[src/rtl/midi_note_decoder.sv]
// MIDI byte-stream parser emitting spaced note_on/note_off strobes with note and velocity.
// Define MIDI_NOTE_DECODER_OMNI_EN to accept note events on all 16 channels.
module midi_note_decoder #(
   parameter int GAP_CYCLES = 80,
   parameter int GAP_W      = 8
) (
   input  logic       clk,
   input  logic       rst,
   input  logic       byte_valid,
   input  logic [7:0] byte_data,
   input  logic [3:0] channel,
   output logic       note_on,
   output logic       note_off,
   output logic [6:0] note,
   output logic [6:0] velocity,
   output logic       overrun
);

   typedef enum logic [1:0] {IDLE, WAIT_D1, WAIT_D2} state_t;

   state_t           state, state_nxt;
   logic [7:0]       status, status_nxt;
   logic [6:0]       d1, d1_nxt;
   logic             complete;
   logic [6:0]       msg_d1, msg_d2;
   logic             chan_ok, is_on, is_off, event_vld, fire;
   logic             pending, pend_on;
   logic [6:0]       pend_note, pend_vel;
   logic [GAP_W-1:0] gap;

   always_ff @(posedge clk) begin
      if (rst) begin
         state  <= IDLE;
         status <= '0;
         d1     <= '0;
      end else begin
         state  <= state_nxt;
         status <= status_nxt;
         d1     <= d1_nxt;
      end
   end

   always_comb begin
      state_nxt  = state;
      status_nxt = status;
      d1_nxt     = d1;
      complete   = 1'b0;
      msg_d1     = d1;
      msg_d2     = '0;
      if (byte_valid) begin
         if (byte_data[7:3] == 5'b11111) begin
            // real-time bytes may interleave anywhere; leave parser untouched
         end else if (byte_data[7:4] == 4'hF) begin
            status_nxt = '0;
            state_nxt  = IDLE;
         end else if (byte_data[7]) begin
            status_nxt = byte_data;
            state_nxt  = WAIT_D1;
         end else begin
            case (state)
               WAIT_D1: begin
                  d1_nxt = byte_data[6:0];
                  if (status[7:4] == 4'hC || status[7:4] == 4'hD) begin
                     complete = 1'b1;
                     msg_d1   = byte_data[6:0];
                  end else begin
                     state_nxt = WAIT_D2;
                  end
               end
               WAIT_D2: begin
                  complete  = 1'b1;
                  msg_d2    = byte_data[6:0];
                  state_nxt = WAIT_D1;
               end
               default: ;
            endcase
         end
      end
   end

`ifdef MIDI_NOTE_DECODER_OMNI_EN
   logic unused_channel;
   assign unused_channel = ^channel;
   assign chan_ok = 1'b1;
`else
   assign chan_ok = (status[3:0] == channel);
`endif

   assign is_on     = (status[7:4] == 4'h9) && (msg_d2 != 7'd0);
   assign is_off    = ((status[7:4] == 4'h9) && (msg_d2 == 7'd0)) || (status[7:4] == 4'h8);
   assign event_vld = complete && chan_ok && (is_on || is_off);
   assign fire      = pending && (gap == '0);

   // Emission and capture share one block so a same-cycle arrival refills
   // pending after it drains, without flagging overrun.
   always_ff @(posedge clk) begin
      if (rst) begin
         note_on   <= 1'b0;
         note_off  <= 1'b0;
         note      <= '0;
         velocity  <= '0;
         overrun   <= 1'b0;
         pending   <= 1'b0;
         pend_on   <= 1'b0;
         pend_note <= '0;
         pend_vel  <= '0;
         gap       <= '0;
      end else begin
         note_on  <= 1'b0;
         note_off <= 1'b0;
         overrun  <= 1'b0;
         if (fire) begin
            note_on  <= pend_on;
            note_off <= !pend_on;
            note     <= pend_note;
            velocity <= pend_vel;
            pending  <= 1'b0;
            gap      <= GAP_W'(GAP_CYCLES - 1);
         end else if (gap != '0) begin
            gap <= gap - GAP_W'(1);
         end
         if (event_vld) begin
            pending   <= 1'b1;
            pend_on   <= is_on;
            pend_note <= msg_d1;
            pend_vel  <= is_on ? msg_d2 : 7'd0;
            overrun   <= pending && !fire;
         end
      end
   end

endmodule

[config.mk]
export PLATFORM = sky130hd
export DESIGN_NAME = midi_note_decoder
export DESIGN_NICKNAME = d
export VERILOG_FILES = /design/src/rtl/midi_note_decoder.sv
export SDC_FILE = /design/constraint.sdc
export NUM_CORES = 1
export LEC_CHECK = 0
export ABC_AREA = 0
export CAP_MARGIN = 20
export CORE_ASPECT_RATIO = 0.6
export CORE_MARGIN = 3
export CORE_UTILIZATION = 55
export CTS_CLUSTER_SIZE = 40
export DETAILED_ROUTE_END_ITERATION = 10
export GPL_TIMING_DRIVEN = 0
export HOLD_SLACK_MARGIN = 0.06
export PLACE_DENSITY_LB_ADDON = 0.05
export SYNTH_ARGS = -nofsm -noshare
export SYNTH_HDL_FRONTEND = slang
export SYNTH_SLANG_ARGS = --single-unit
[constraint.sdc]
create_clock -name clk -period 5.7 [get_ports clk]
set_input_delay 0.855 -clock clk [delete_from_list [all_inputs] [get_ports clk]]
set_output_delay 0.855 -clock clk [all_outputs]
set_load 0.01 [all_outputs]
-- Word-level counts from Yosys, hierarchy flattened
Cells that the tools add are included.
- add/subtract/negate cells: 1
- equal/unequal tests: 10
- muxes and demuxes: 28
- bitwise operators: 5
- reductions and logical operators: 25
- operators by type and width (kind ; count):
    7-bit 2-to-1 mux ; 14
    4-bit == test (second input constant) ; 5
    8-bit 2-to-1 mux ; 2
    8-bit logical NOT ; 1
    8-bit nonzero test ; 1
    8-bit by 1-bit subtractor with 8-bit output (second input constant) ; 1
    7-bit logical NOT ; 1
    1-bit 2-to-1 mux ; 7
    7-bit nonzero test ; 1
    1-bit logical AND ; 6
    2-bit 2-to-1 mux ; 3
    2-bit nonzero test ; 3
    2-bit OR reduction ; 3
    5-bit == test (second input constant) ; 1
    1-bit inverter ; 5
    5-bit AND reduction ; 1
    4-bit == test ; 1
    4-bit != test (second input constant) ; 1
    2-bit case mux with 2 select lines ; 1
    4-bit AND reduction ; 1
    4-bit nonzero test ; 1
    1-bit logical OR ; 3
    3-bit AND reduction ; 1
    2-bit by 1-bit == test with 1-bit output (second input constant) ; 1
    3 further kinds ; 4
- bits in registers: 58
- input bits: 15
- logic and storage cells: 83

-- Depth between registers and ports, before layout
- depth in word-level cells: 13
- gate-level depth with buffers: 7

-- Worst setup path before layout
OpenSTA, ideal clock, no wires.
- kind: register -> register
- start point: reg state[0]
- end point: reg pend_note[0]
- arrival: 1.893 ns
- slack: 3.719 ns
- stages on the path, launching flop included: 8
- period minus slack after synthesis: 1.981 ns
- cell sequence: dfxtp_1 -> inv_1 -> ha_1 -> or4b_4 -> nor4_4 -> buf_6 -> a21oi_1 -> a311oi_2
- cells in the longest elaborated chain, start to end: 11
- elaborated cells on any way between the ends: 25
- those cells by class: 2 x eq/ne; 15 x mux; 8 x reduce/logical
- ends and longest elaborated chain (what ; line ; text):
    from (decl) ; 21 ; state_t state, state_nxt;
    from (signal assigned) ; 37 ; state <= state_nxt;
    2-bit == test ; 60 ; case (state)
    7-bit 2-to-1 mux ; 60 ;
    7-bit 2-to-1 mux ; 56 ; end else if (byte_data[7]) begin
    7-bit 2-to-1 mux ; 53 ; end else if (byte_data[7:4] == 4'hF) begin
    7-bit 2-to-1 mux ; 51 ; if (byte_data[7:3] == 5'b11111) begin
    7-bit 2-to-1 mux ; 50 ; if (byte_valid) begin
    7-bit logical NOT ; 90 ; assign is_off = ((status[7:4] == 4'h9) && (msg_d2 == 7'd0)) || (status[7:4] == 4'h8);
    1-bit logical AND ; 90 ;
    1-bit logical OR ; 90 ;
    1-bit logical OR ; 91 ; assign event_vld = complete && chan_ok && (is_on || is_off);
    1-bit logical AND ; 91 ;
    to (signal assigned) ; 125 ; pend_note <= msg_d1;
    to (decl) ; 28 ; logic [6:0] pend_note, pend_vel;
Parallel ways exist; a longest one is shown, timed or not.
A chain may end at the register's enable or synchronous reset.

-- Worst setup path after layout
- start point: in byte_data[5]
- end point: reg status[5]
- cells in the longest elaborated chain, start to end: 3
- elaborated cells on any way between the ends: 7
- those cells by class: 2 x eq/ne; 2 x mux; 1 x bitwise; 2 x reduce/logical
- ends and longest elaborated chain (what ; line ; text):
    from (decl) ; 10 ; input logic [7:0] byte_data,
    4-bit == test / 5-bit == test (equally long branches) ; 53, 51 ;
    2-bit nonzero test (no source line) / 1-bit inverter (equally long branches) ; n/a ;
    3-bit AND reduction (no source line) ; n/a ;
    to (signal assigned) ; 38 ; status <= status_nxt;
    to (decl) ; 22 ; logic [7:0] status, status_nxt;
Parallel ways exist; a longest one is shown, timed or not. The select of a mux whose other input is x is not followed.

==> results.toml <==
[synthesis]
synth_cells = 258
ys_warn_count = 0
ys_seq_elements = 58
synth-adder-area-share_pct = 1.52
yosysSeqAreaShare_pct = 47.1
syn_area_per_cell_um2 = 9.55
netlist_area_um2 = 2460
syn_nets = 276
synth_compound_area_share_pct = 13.9
synth_mux_area_share_pct = 7.31
yosysUniqueCellTypes = 37
yosys.area_share.simple_pct = 24.6
synth_top_family_by_area = "simple AND/OR/NAND/NOR gates"
synth_xor_area_share_pct = 1.78

[flow_run]
cap_viol_max_count = 0

[placed_design]
gp_congestion = 0.789
numPortBuffers = 31
dpl.hpwl_um = 3920

[timing]
setup-violations-final = 0
tns_ps = 0
max_freq_mhz = 401
period_share_pct = 43.8
slew_headroom_pct = 55.7
grt_setup_unrepaired = "no"
drv_slew = 0
hold_viol_final = 0
skew_ps = 5.06
worst_pin_slew_ps = 664
period_needed_ps = 2500

[clock_network]
cts_root_buf = "clkbuf_8"
clock_path_buffers = 2
cts_resized = 0
clkSinkCount = 58
hold_buffers = 0
clock_latency_ps = 350
cts_buffers = 9
post-cts-setup-buffer-count = 0
ctsHtreeMaxLevel = 3
clk_pin_slew_ps = 60
cts_tree = "built"

[power]
finalPower_w = 0.00111
powerDensity_nw_per_um2 = 360
irDropWorstVdd_mv = 0.204
p_leak_nw = 1.20

[critical_path]
crit_type = "input pin to flip-flop"
required_ps = 5970
crit_slowest_cell = "clkdlybuf4s50_1"
cp_max_fo = 9
worstSetupEndpointType = "flip-flop"
worstPathArrival_ps = 2770
worst-path-buf-inv = 1
start_kind = "input pin"
crit_chain = "clkdlybuf4s50_1 > nand3_1 > o211ai_1 > nand2_1 > a21oi_1"
max_stage_delay_ps = 650
timing.reg2reg.setup_slack_ps = 3540
cpLargestDelayFamily = "compound AO/OA/AOI/OAI gates"

[global_route]
grt_pass1_vias = 1915
antenna_found_initial = 0
grt-ovfl-total = 0
grtUsageTotal_pct = 22.8
grt_max_degree = 11
grt_pass1_wl_um = 9340

[run_status]
outcome = "complete, no violations"

[routing]
post_drt_wl_per_cell_um = 14.9
via_per_inst = 5.55
drc = 0
vias = 2026
drtPass1Iterations = 5
drt_iter0_drc = 112
drt-total-wl_um = 5430
ant_nets = 0

[finish]
postLayoutCoreUtil_pct = 73.2
drive_gt1_share_pct = 9.84
finalNetCount = 318
area_growth_syn_to_layout_pct = 25.1
antennaDiodeCount = 0

[die]
io_pins = 32
start_util_pct = 58.5
core_area_um2 = 4210
die_x_um = 92.4
fp.dieH_um = 57.8
die-area_um2 = 5340
rows = 18

[hold_path]
hold_class = "flip-flop to flip-flop"
==> worst paths after layout <==
| check | startpoint | endpoint | cells after the start |
|---|---|---|---|
| hold / removal | status[1]$_SDFFE_PP0P_ | status[1]$_SDFFE_PP0P_ | 2 |
| hold reg to reg | status[1]$_SDFFE_PP0P_ | status[1]$_SDFFE_PP0P_ | 2 |
| setup reg to reg | state[0]$_SDFFE_PP0P_ | pend_note[5]$_SDFFE_PP0P_ | 7 |
| setup / recovery | byte_data[5] | status[5]$_SDFFE_PP0P_ | 5 |
==> layer usage <==
| metal | track usage (%) | part of all wire, % |
|---|---|---|
| met1 | 31.7 | 49 |
| met2 | 33.2 | 44 |
| met3 | 9.08 | 5.8 |
| met4 | 5.71 | 1.3 |
| met5 | 0 | 0 |
==> final cells by class <==
type	instances	area, µm²
buffer	14	70.1
fill	327	1130
timing repair buffer	31	310
clock inverter	6	105
clock buffer	10	128
sequential	58	1160
tap	60	75.1
inverter	6	22.5
multi-input combinational	180	1210
==> per-stage QoR <==
step | hold slack (ps) | cell area, µm² | cells | worst slack, ps
finish | 464 | 3080 | 365 | 3200
floorplan | 417 | 2460 | 258 | 3720
CTS | 465 | 3080 | 365 | 3270
global route | 490 | 3080 | 365 | 3030
detailed placement | 458 | 2850 | 349 | 2940
global placement | 452 | 2850 | 349 | 2960
==> Yosys cell counts <==
cell | n | area share (%)
or3_1 | 1 | 0.25
nand4b_1 | 2 | 0.71
o21ai_0 | 6 | 1.2
nor4_4 | 1 | 0.86
nor4_1 | 3 | 0.76
a22o_1 | 14 | 5.0
or2_2 | 1 | 0.25
o22ai_1 | 2 | 0.51
nand3_1 | 5 | 1.0
nand2b_1 | 12 | 3.0
or4_1 | 2 | 0.61
nand2_1 | 16 | 2.4
dfxtp_1 | 58 | 47
a311oi_2 | 3 | 1.8
xor2_1 | 5 | 1.8
or4b_4 | 1 | 0.56
clkbuf_1 | 9 | 1.4
ha_1 | 3 | 1.5
a211oi_1 | 2 | 0.61
nand4_1 | 8 | 2.0
inv_1 | 6 | 0.91
o211ai_1 | 1 | 0.30
and4_2 | 2 | 0.81
buf_6 | 2 | 0.91
buf_2 | 2 | 0.41
nor3_1 | 10 | 2.0
or4b_2 | 1 | 0.41
and4b_2 | 1 | 0.46
buf_1 | 1 | 0.15
a21oi_1 | 22 | 4.5
nor4b_1 | 1 | 0.36
nor2_1 | 20 | 3.0
and2_1 | 2 | 0.51
nor2b_1 | 4 | 1.0
nand3b_1 | 10 | 3.0
or3b_2 | 1 | 0.36
mux2i_1 | 18 | 7.3
==> where the power goes <==
part           total (W)  internal (W)  leakage [nW]  switching (W)
registers       0.000460      0.000433         0.470      0.0000272
clock network   0.000447      0.000288         0.120       0.000159
logic           0.000203     0.0000879         0.614       0.000115
total            0.00111      0.000808          1.20       0.000301
==> registers in the layout, indices dropped and copies added, names as in the netlist, 2 cells and up <==
register,flops
gap,8
status,8
d1,7
note,7
pend_note,7
pend_vel,7
velocity,7
state,2
==> logic make-up after synthesis <==
family,after synthesis
and+or+nand+nor,104
DFF,58
AOI/OAI and AO/OA,50
buffers and inverters,20
muxes,18
xor gates and xnor gates,5
adders and majority gates,3
==> tightest hold or removal path, delay by kind of cell, from the launching register on <==
family | cells | cell delay (ps)
and+or+nand+nor | 1 | 50
DFF | 1 | 320
AOI/OAI and AO/OA | 1 | 50
==> placed cells by master (no fill, tap or decap), types with 10 or more instances in the layout <==
cell,count
clkbuf_1,10
nand3b_1,10
dfxtp_1,58
clkdlybuf4s50_1,31
nand2_1,16
mux2i_1,18
a22o_1,14
nand2b_1,12
nor3_1,10
nor2_1,20
a21oi_1,22
(Power assumes the default switching activity.)
